[src/rtl/beeper_pkg.sv]
// Shared types and derived timing constants for the beeper tone path.
// Everything is computed with integer math from the clock rate and tolerance.
package beeper_pkg;

  typedef enum logic [1:0] {CNONE, C512, C1K, COTHER} tone_class_t;
  typedef enum logic [1:0] {IDLE, ACQUIRE, LOCK_512, LOCK_1K} det_state_t;

  function automatic int period_of(input int clk_hz, input int tone_hz);
    return clk_hz / tone_hz;
  endfunction

  function automatic int lo_of(input int p, input int tol_pct);
    return p - p * tol_pct / 100;
  endfunction

  function automatic int hi_of(input int p, input int tol_pct);
    return p + p * tol_pct / 100;
  endfunction

  // Two slowest-tone periods of silence means the line is dead.
  function automatic int timeout_of(input int clk_hz, input int tol_pct);
    return 2 * hi_of(period_of(clk_hz, 512), tol_pct);
  endfunction

  function automatic int cnt_w_of(input int clk_hz, input int tol_pct);
    return $clog2(timeout_of(clk_hz, tol_pct) + 1);
  endfunction

endpackage

[src/rtl/tone_detector_edge_sync.sv]
// Two-flop synchronizer for the asynchronous beep line plus a rising-edge strobe.
// The strobe is high for one cycle, two to three cycles after the line rises.
module edge_sync (
  input  logic clk,
  input  logic rst_n,
  input  logic beep_i,
  output logic rise_o
);

  logic sync1_q;
  logic sync2_q;
  logic prev_q;

  always_ff @(posedge clk or negedge rst_n) begin
    if (!rst_n) begin
      sync1_q <= 1'b0;
      sync2_q <= 1'b0;
      prev_q  <= 1'b0;
    end else begin
      sync1_q <= beep_i;
      sync2_q <= sync1_q;
      prev_q  <= sync2_q;
    end
  end

  assign rise_o = sync2_q & ~prev_q;

endmodule

[src/rtl/tone_detector.sv]
// Measures the period between rising edges of the beep line and locks onto
// a stable 512 Hz or 1 kHz tone after MATCH_N consecutive matching periods.
module tone_detector
  import beeper_pkg::*;
#(
  parameter int CLK_HZ  = 100_000_000,
  parameter int TOL_PCT = 10,
  parameter int MATCH_N = 4,
  localparam int CNT_W  = cnt_w_of(CLK_HZ, TOL_PCT)
) (
  input  logic             clk,
  input  logic             rst_n,
  input  logic             en,
  input  logic             beep_in,
  output logic             tone_512,
  output logic             tone_1k,
  output logic             lock_pulse,
  output logic             drop_pulse,
  output logic [CNT_W-1:0] period
);

  localparam int P1K  = period_of(CLK_HZ, 1000);
  localparam int P512 = period_of(CLK_HZ, 512);
  localparam logic [CNT_W-1:0] LO1K    = CNT_W'(lo_of(P1K, TOL_PCT));
  localparam logic [CNT_W-1:0] HI1K    = CNT_W'(hi_of(P1K, TOL_PCT));
  localparam logic [CNT_W-1:0] LO512   = CNT_W'(lo_of(P512, TOL_PCT));
  localparam logic [CNT_W-1:0] HI512   = CNT_W'(hi_of(P512, TOL_PCT));
  localparam logic [CNT_W-1:0] TIMEOUT = CNT_W'(timeout_of(CLK_HZ, TOL_PCT));
  localparam int MW = $clog2(MATCH_N + 1);
  localparam logic [MW-1:0] MATCH_MAX = MW'(MATCH_N);

  logic             strobe;
  det_state_t       state_q;
  tone_class_t      cand_q;
  tone_class_t      meas_cls;
  tone_class_t      lock_cls;
  logic [MW-1:0]    match_q;
  logic [MW-1:0]    match_upd;
  logic [CNT_W-1:0] cnt_q;
  logic [CNT_W-1:0] period_q;
  logic             tone_512_q;
  logic             tone_1k_q;
  logic             lock_pulse_q;
  logic             drop_pulse_q;
  logic             timeout;
  logic             locked;

  edge_sync u_edge_sync (
    .clk    (clk),
    .rst_n  (rst_n),
    .beep_i (beep_in),
    .rise_o (strobe)
  );

  assign timeout  = (cnt_q == TIMEOUT);
  assign locked   = (state_q == LOCK_512) || (state_q == LOCK_1K);
  assign lock_cls = (state_q == LOCK_512) ? C512 : C1K;

  // On a strobe cycle cnt_q holds the clocks since the previous strobe.
  always_comb begin
    meas_cls = COTHER;
    if (cnt_q >= LO1K && cnt_q <= HI1K) begin
      meas_cls = C1K;
    end else if (cnt_q >= LO512 && cnt_q <= HI512) begin
      meas_cls = C512;
    end
  end

  always_comb begin
    match_upd = MW'(1);
    if (meas_cls == cand_q) begin
      match_upd = (match_q == MATCH_MAX) ? MATCH_MAX : match_q + MW'(1);
    end
  end

  always_ff @(posedge clk or negedge rst_n) begin
    if (!rst_n) begin
      state_q      <= IDLE;
      cand_q       <= CNONE;
      match_q      <= '0;
      cnt_q        <= '0;
      period_q     <= '0;
      tone_512_q   <= 1'b0;
      tone_1k_q    <= 1'b0;
      lock_pulse_q <= 1'b0;
      drop_pulse_q <= 1'b0;
    end else begin
      lock_pulse_q <= 1'b0;
      drop_pulse_q <= 1'b0;
      if (!en) begin
        state_q      <= IDLE;
        cand_q       <= CNONE;
        match_q      <= '0;
        cnt_q        <= '0;
        period_q     <= '0;
        tone_512_q   <= 1'b0;
        tone_1k_q    <= 1'b0;
        drop_pulse_q <= locked;
      end else begin
        cnt_q <= strobe ? CNT_W'(1) : (timeout ? TIMEOUT : cnt_q + CNT_W'(1));
        // An edge after a dead line only restarts timing; it is not a measurement.
        if (strobe && (state_q == IDLE || timeout)) begin
          state_q      <= ACQUIRE;
          match_q      <= '0;
          tone_512_q   <= 1'b0;
          tone_1k_q    <= 1'b0;
          drop_pulse_q <= locked;
        end else if (timeout) begin
          state_q      <= IDLE;
          tone_512_q   <= 1'b0;
          tone_1k_q    <= 1'b0;
          drop_pulse_q <= locked;
        end else if (strobe && state_q == ACQUIRE) begin
          period_q <= cnt_q;
          cand_q   <= meas_cls;
          match_q  <= match_upd;
          if (match_upd == MATCH_MAX && meas_cls == C512) begin
            state_q      <= LOCK_512;
            tone_512_q   <= 1'b1;
            lock_pulse_q <= 1'b1;
          end else if (match_upd == MATCH_MAX && meas_cls == C1K) begin
            state_q      <= LOCK_1K;
            tone_1k_q    <= 1'b1;
            lock_pulse_q <= 1'b1;
          end
        end else if (strobe) begin
          period_q <= cnt_q;
          if (meas_cls != lock_cls) begin
            state_q      <= ACQUIRE;
            cand_q       <= meas_cls;
            match_q      <= MW'(1);
            tone_512_q   <= 1'b0;
            tone_1k_q    <= 1'b0;
            drop_pulse_q <= 1'b1;
          end
        end
      end
    end
  end

  assign tone_512   = tone_512_q;
  assign tone_1k    = tone_1k_q;
  assign lock_pulse = lock_pulse_q;
  assign drop_pulse = drop_pulse_q;
  assign period     = period_q;

endmodule
[config.mk]
export PLATFORM = sky130hd
export DESIGN_NAME = tone_detector
export DESIGN_NICKNAME = d
export VERILOG_FILES = /design/src/rtl/beeper_pkg.sv /design/src/rtl/tone_detector_edge_sync.sv /design/src/rtl/tone_detector.sv
export SDC_FILE = /design/constraint.sdc
export NUM_CORES = 1
export LEC_CHECK = 0
export CAP_MARGIN = 20
export CORE_UTILIZATION = 55
export CTS_BUF_LIST = sky130_fd_sc_hd__clkbuf_4
export CTS_CLUSTER_SIZE = 20
export DETAILED_ROUTE_END_ITERATION = 10
export DONT_BUFFER_PORTS = 1
export PLACE_DENSITY = 0.7
export SYNTH_ARGS = -nofsm -noshare
export SYNTH_HDL_FRONTEND = slang
export SYNTH_SLANG_ARGS = --single-unit
[constraint.sdc]
create_clock -name clk -period 3.35 [get_ports clk]
set_input_delay 0.1675 -clock clk [delete_from_list [all_inputs] [get_ports clk]]
set_output_delay 0.1675 -clock clk [all_outputs]
set_load 0.03 [all_outputs]
Word-level counts from Yosys, hierarchy flattened
Index checks and enable logic that the tools add are counted.
{"block": "word_totals", "regBits": 52, "word_cells": 116, "out_inout_bits": 23}
{"block": "op_classes", "add_sub_neg": 2, "eq_ne": 23, "n_mux": 58, "reduce_logical": 15, "bitwise": 2, "n_lt_le_gt_ge": 4}
{"op": "two-way mux 19 bit", "count": 8}
{"op": "two-way mux 2 bit", "count": 17}
{"op": "two-way mux 1 bit", "count": 25}
{"op": "two-way mux 3 bit", "count": 8}
{"op": "adder 19 x 1 -> 19 bit, second input constant", "count": 1}
{"op": "equality test 19 bit, second input constant", "count": 1}
{"op": "greater-or-equal comparator 19 x 17 -> 1 bit, second input constant", "count": 1}
{"op": "greater-or-equal comparator 19 x 18 -> 1 bit, second input constant", "count": 1}
{"op": "<= comparator 19 x 17 -> 1 bit, second input constant", "count": 1}
{"op": "<= comparator 19 x 18 -> 1 bit, second input constant", "count": 1}
{"op": "AND reduction 3 bit", "count": 4}
{"op": "!= test 5 x 1 -> 1 bit, second input constant", "count": 2}
{"op": "!= test 5 x 4 -> 1 bit, second input constant", "count": 2}
{"op": "!= test 4 x 1 -> 1 bit, second input constant", "count": 2}
{"op": "AND reduction 4 bit", "count": 2}
{"op": "equality test 2 bit, second input constant", "count": 3}
{"op": "equality test 3 bit, second input constant", "count": 2}
{"op": "logical AND 1 bit", "count": 6}
{"op": "!= test 3 x 1 -> 1 bit, second input constant", "count": 2}
{"op": "!= test 6 x 4 -> 1 bit, second input constant", "count": 1}
{"op": "!= test 5 bit, second input constant", "count": 1}
{"op": "equality test 2 x 1 -> 1 bit, second input constant", "count": 2}
{"op": "!= test 2 bit, second input constant", "count": 2}
{"op": "adder 3 x 1 -> 3 bit, second input constant", "count": 1}
{"op": "7 further kinds", "count": 8}

Logic depth before layout (Yosys ltp)
{"block": "logic_depth", "depth_word": 14, "ltp_mapped": 10, "mapped_depth_nobuf": 9}

Hierarchy
Synthesis repeated with hierarchy kept, for this count alone.
{"block": "hier_totals", "cells_unflattened": 305, "area_unflattened_um2": 2932.8}
{"module": "tone_detector", "n_inst": 1, "seq_area_each_um2": 1226.2, "cells_per_inst": 301, "area_each_um2": 2844.0}
{"module": "edge_sync", "n_inst": 1, "seq_area_each_um2": 75.1, "cells_per_inst": 4, "area_each_um2": 88.8}

Worst setup path before layout
Ideal clock, no wire load.
{"block": "synth_timing", "path_type": "register to register", "start": "register cnt_q[0]", "end": "register match_q[0]", "setup_ns": 0.121, "slack_ns": 0.891, "stages_incl_launch_ff": 9, "path_buffers": 0, "t_arrival_ns": 2.338, "path_cell_list": "dfrtp_1 > ha_1 > nor4bb_1 > nand4_1 > o32a_1 > a32o_1 > xor2_1 > or4_1 > a22o_1"}
{"block": "synth_between", "elab_chain_cells": 10, "word_cells_on_any_way": 22, "classes_between": "order compare (4); eq/ne (6); mux (7); reduce/logical (5)"}
{"item": "start: declaration", "line_no": "tone_detector.sv:39", "text": "logic [CNT_W-1:0] cnt_q;"}
{"item": "start signal: assignment", "line_no": "tone_detector.sv:100", "text": "cnt_q <= strobe ? CNT_W'(1) : (timeout ? TIMEOUT : cnt_q + CNT_W'(1));"}
{"item": "greater-or-equal comparator 19 x 18 -> 1 bit or <= comparator 19 x 18 -> 1 bit (tied branches)", "line_no": "tone_detector.sv:64", "text": "end else if (cnt_q >= LO512 && cnt_q <= HI512) begin"}
{"item": "logical AND 1 bit", "line_no": "tone_detector.sv:64"}
{"item": "two-way mux 2 bit", "line_no": "tone_detector.sv:64"}
{"item": "two-way mux 2 bit", "line_no": "tone_detector.sv:62", "text": "if (cnt_q >= LO1K && cnt_q <= HI1K) begin"}
{"item": "equality test 2 bit", "line_no": "tone_detector.sv:71", "text": "if (meas_cls == cand_q) begin"}
{"item": "two-way mux 3 bit", "line_no": "tone_detector.sv:71"}
{"item": "two-way mux 3 bit", "line_no": "tone_detector.sv:113", "text": "end else if (strobe && state_q == ACQUIRE) begin"}
{"item": "two-way mux 3 bit", "line_no": "tone_detector.sv:108", "text": "end else if (timeout) begin"}
{"item": "two-way mux 3 bit", "line_no": "tone_detector.sv:102", "text": "if (strobe && (state_q == IDLE || timeout)) begin"}
{"item": "two-way mux 3 bit", "line_no": "tone_detector.sv:90", "text": "if (!en) begin"}
{"item": "end signal: assignment", "line_no": "tone_detector.sv:116", "text": "match_q <= match_upd;"}
{"item": "end: declaration", "line_no": "tone_detector.sv:37", "text": "logic [MW-1:0] match_q;"}
Several ways; a longest one is shown, not always the timed one. The select of a mux whose other input is x is not followed.
A chain may end at the register's enable or synchronous reset.

Worst setup path after layout
{"block": "layout_timing", "start": "register cnt_q[14]", "end": "register match_q[0]"}
The elaborated chain is that of the path after synthesis.

==> flow_summary.ini <==
[status]
status = complete, no violations

[timing]
holdWs_ns = 0.0298
hold_viol_final = 0
relSlewSlack = 0.313
worst_slew_pin_slew_ns = 1.02
max_freq_mhz = 342
slew_viol_final = 0
fin_crit_sh = 0.873
finClkSkew_ns = 0.0109
rsz0062_at_grt = no
finalSetupViolCount = 0
setup_tns_ns = 0
period_needed_ns = 2.92

[finish]
nFillCells = 449
drive_gt1_frac = 0.0473
ff_latch_area_um2 = 1300
area_growth_pct = 4.31
final_nets = 326
multiInputGateArea_um2 = 1420
num_antenna_cells = 0

[global_routing]
grt_pass1_vias = 2213
grt_use_total = 0.260
grt_pass1_wl_mm = 10.9
grt_overflow = 0
grt_max_degree = 53
grt_antenna_before_repair = 0

[detailed_routing]
via_per_inst = 6.25
detail-route-antenna-nets = 0
routed_wl_mm = 6.59
drc = 0
wl_per_cell_um = 17.2
drt_iter0_drc = 204
dr.pass1.iters = 5
num_vias = 2399

[die]
initial_utilization = 0.588
die_h_um = 74.3
core_area_um2 = 4880
die_x_um = 74.3
num_rows = 25
dieArea_um2 = 5510
io_pins = 27

[job]
maxCapViolCount = 0

[synth]
syn_nets = 338
syn_inst = 328
async_reset_ff_frac = 1.00
yosysMostFrequentCell = nand2_1
synth_seq_area_share = 0.453
yosysTopAreaCell = dfrtp_1
ys_seq_elements = 52
syn_avg_cell_area_um2 = 8.75
syn_area_um2 = 2870
ys_types = 52
ys_top_cells_by_area = dfrtp_1, nand2_1, nand3_1, nor2_1, xor2_1
synth_common_cells = nand2_1, dfrtp_1, nand3_1
synthFlopType = dfrtp_1
synth_warnings = 0
synth_edf_count = 0
synth_top_area_share = 0.453

[place]
gp_congestion = 0.967
port_buffers = 0
dp_hpwl_mm = 4.44

[setup_path]
crit_path_start_kind = flop
r2r-start = cnt_q[14]
cp-end-kind = flop
r2r_cells = 7
cp-startpoint = cnt_q[14]
rr_endpoint = match_q[0]
path_class = reg2reg
endpoint = match_q[0]
cp.arrival_ns = 3.21
crit_required_ns = 3.64
r2r_slack_ns = 0.43
cp_max_fo = 12

[cts]
htree_levels = 2
cts_tree = done
cts_made_buffers = 5
root_buffer = clkbuf_4
insertion_delay_ns = 0.38
cts.path.max_buffers = 2
clkTransAtPathRegs_ns = 0.16
cts.sinks = 52
postCtsResizedCells = 0

[power_and_ir_drop]
p_per_area_nw_per_um2 = 364
cellLeakagePower_nw = 1.30
ir_worst_vdd_uv = 217

[worst_hold_path]
hold_path_class = in2reg
-- routing by layer --
layer	track usage	wire [µm]	up-vias
li1	-	-	1132
met1	0.376	3040	1107
met2	0.383	2870	140
met3	0.0664	559	20
met4	0.0860	121	0
met5	0	0	-
-- area by class of cell --
type / count / area share
timing repair buffer: 6 / 0.0242
sequential: 52 / 0.434
multi-input combinational: 240 / 0.473
inverter: 11 / 0.0138
tap: 67 / 0.0280
clock buffer: 5 / 0.0125
clock inverter: 3 / 0.0142
-- report_power, final --
group          internal, mW  leakage, nW  switching (mW)
combinational        0.0222        0.540          0.0503
clock                 0.156       0.0412           0.209
sequential            0.636        0.715          0.0176
-- repair_timing --
action,in CTS,in global routing
hold endpoints to repair,73,0
buffers inserted,0,0
hold buffers,4,0
-- how the worst min path moves through the flow --
stage	slack, ns	cells past startpoint	startpoint	to
6_report	0.03	2	en	cnt_q[0]
5_1_grt	0.01	2	en	cnt_q[0]
4_1_cts	0.01	2	en	cand_q[0]
3_5_place_dp	-0.13	0	rst_n	period[16]
3_3_place_gp	-0.13	0	rst_n	period[16]
2_1_floorplan	-0.13	0	rst_n	cand_q[0]
-- per-stage QoR --
| step | util | worst slack, ns | cells | total power, mW | instance area [µm²] |
|---|---|---|---|---|---|
| global placement | 0.586 | 0.483 | 372 | 0.714 | 2860 |
| detailed placement | 0.586 | 0.486 | 372 | 0.715 | 2860 |
| floorplan | - | 0.891 | 328 | 0.706 | 2870 |
| global route | 0.614 | 0.329 | 384 | 1.14 | 3000 |
| CTS | 0.614 | 0.473 | 384 | 1.10 | 3000 |
| finish | 0.614 | 0.426 | 384 | 1.09 | 3000 |
-- flip-flops by register name, indices dropped and copies added (netlist names) --
register and flops:
u_edge_sync.sync1_q 1, state_q 2, cand_q 2, cnt_q 19, period 19, match_q 3, u_edge_sync.sync2_q 1, u_edge_sync.prev_q 1
lock_pulse 1, tone_512 1, drop_pulse 1, tone_1k 1
-- placed cells by master (no fill, tap or decap), drive strengths merged, types with 3 or more instances in the layout --
master,synthesis,final
a211oi,4,4
a21oi,14,14
and3,5,5
buf,11,3
clkbuf,14,5
dfrtp,52,52
dlygate4sd3,0,3
ha,6,6
inv,11,11
nand2,55,55
nand3,33,33
nand4,5,5
nor2,29,29
nor3,7,7
nor4,5,5
nor4b,3,3
o211ai,4,4
o21ai,11,11
o22a,3,3
o31ai,3,3
xnor2,7,7
xor2,11,11
-- worst max-delay path, cell delays in order (launching register included) --
cell and delay, ns:
dfrtp_1 0.57, nor4b_1 0.54, and3_1 0.24, nand4_1 0.10, a32o_1 0.39, xor2_1 0.24
or4_1 0.54, a22o_1 0.20
-- cell families after synthesis --
| logic type | share of synthesized area |
|---|---|
| flops | 0.453 |
| compound gates | 0.137 |
| buf+inv | 0.0536 |
| simple gates | 0.269 |
| mux | 0.00349 |
| xor+xnor | 0.0575 |
| fa+ha+maj | 0.0261 |
No activity file was read; power rests on OpenSTA's default activity.
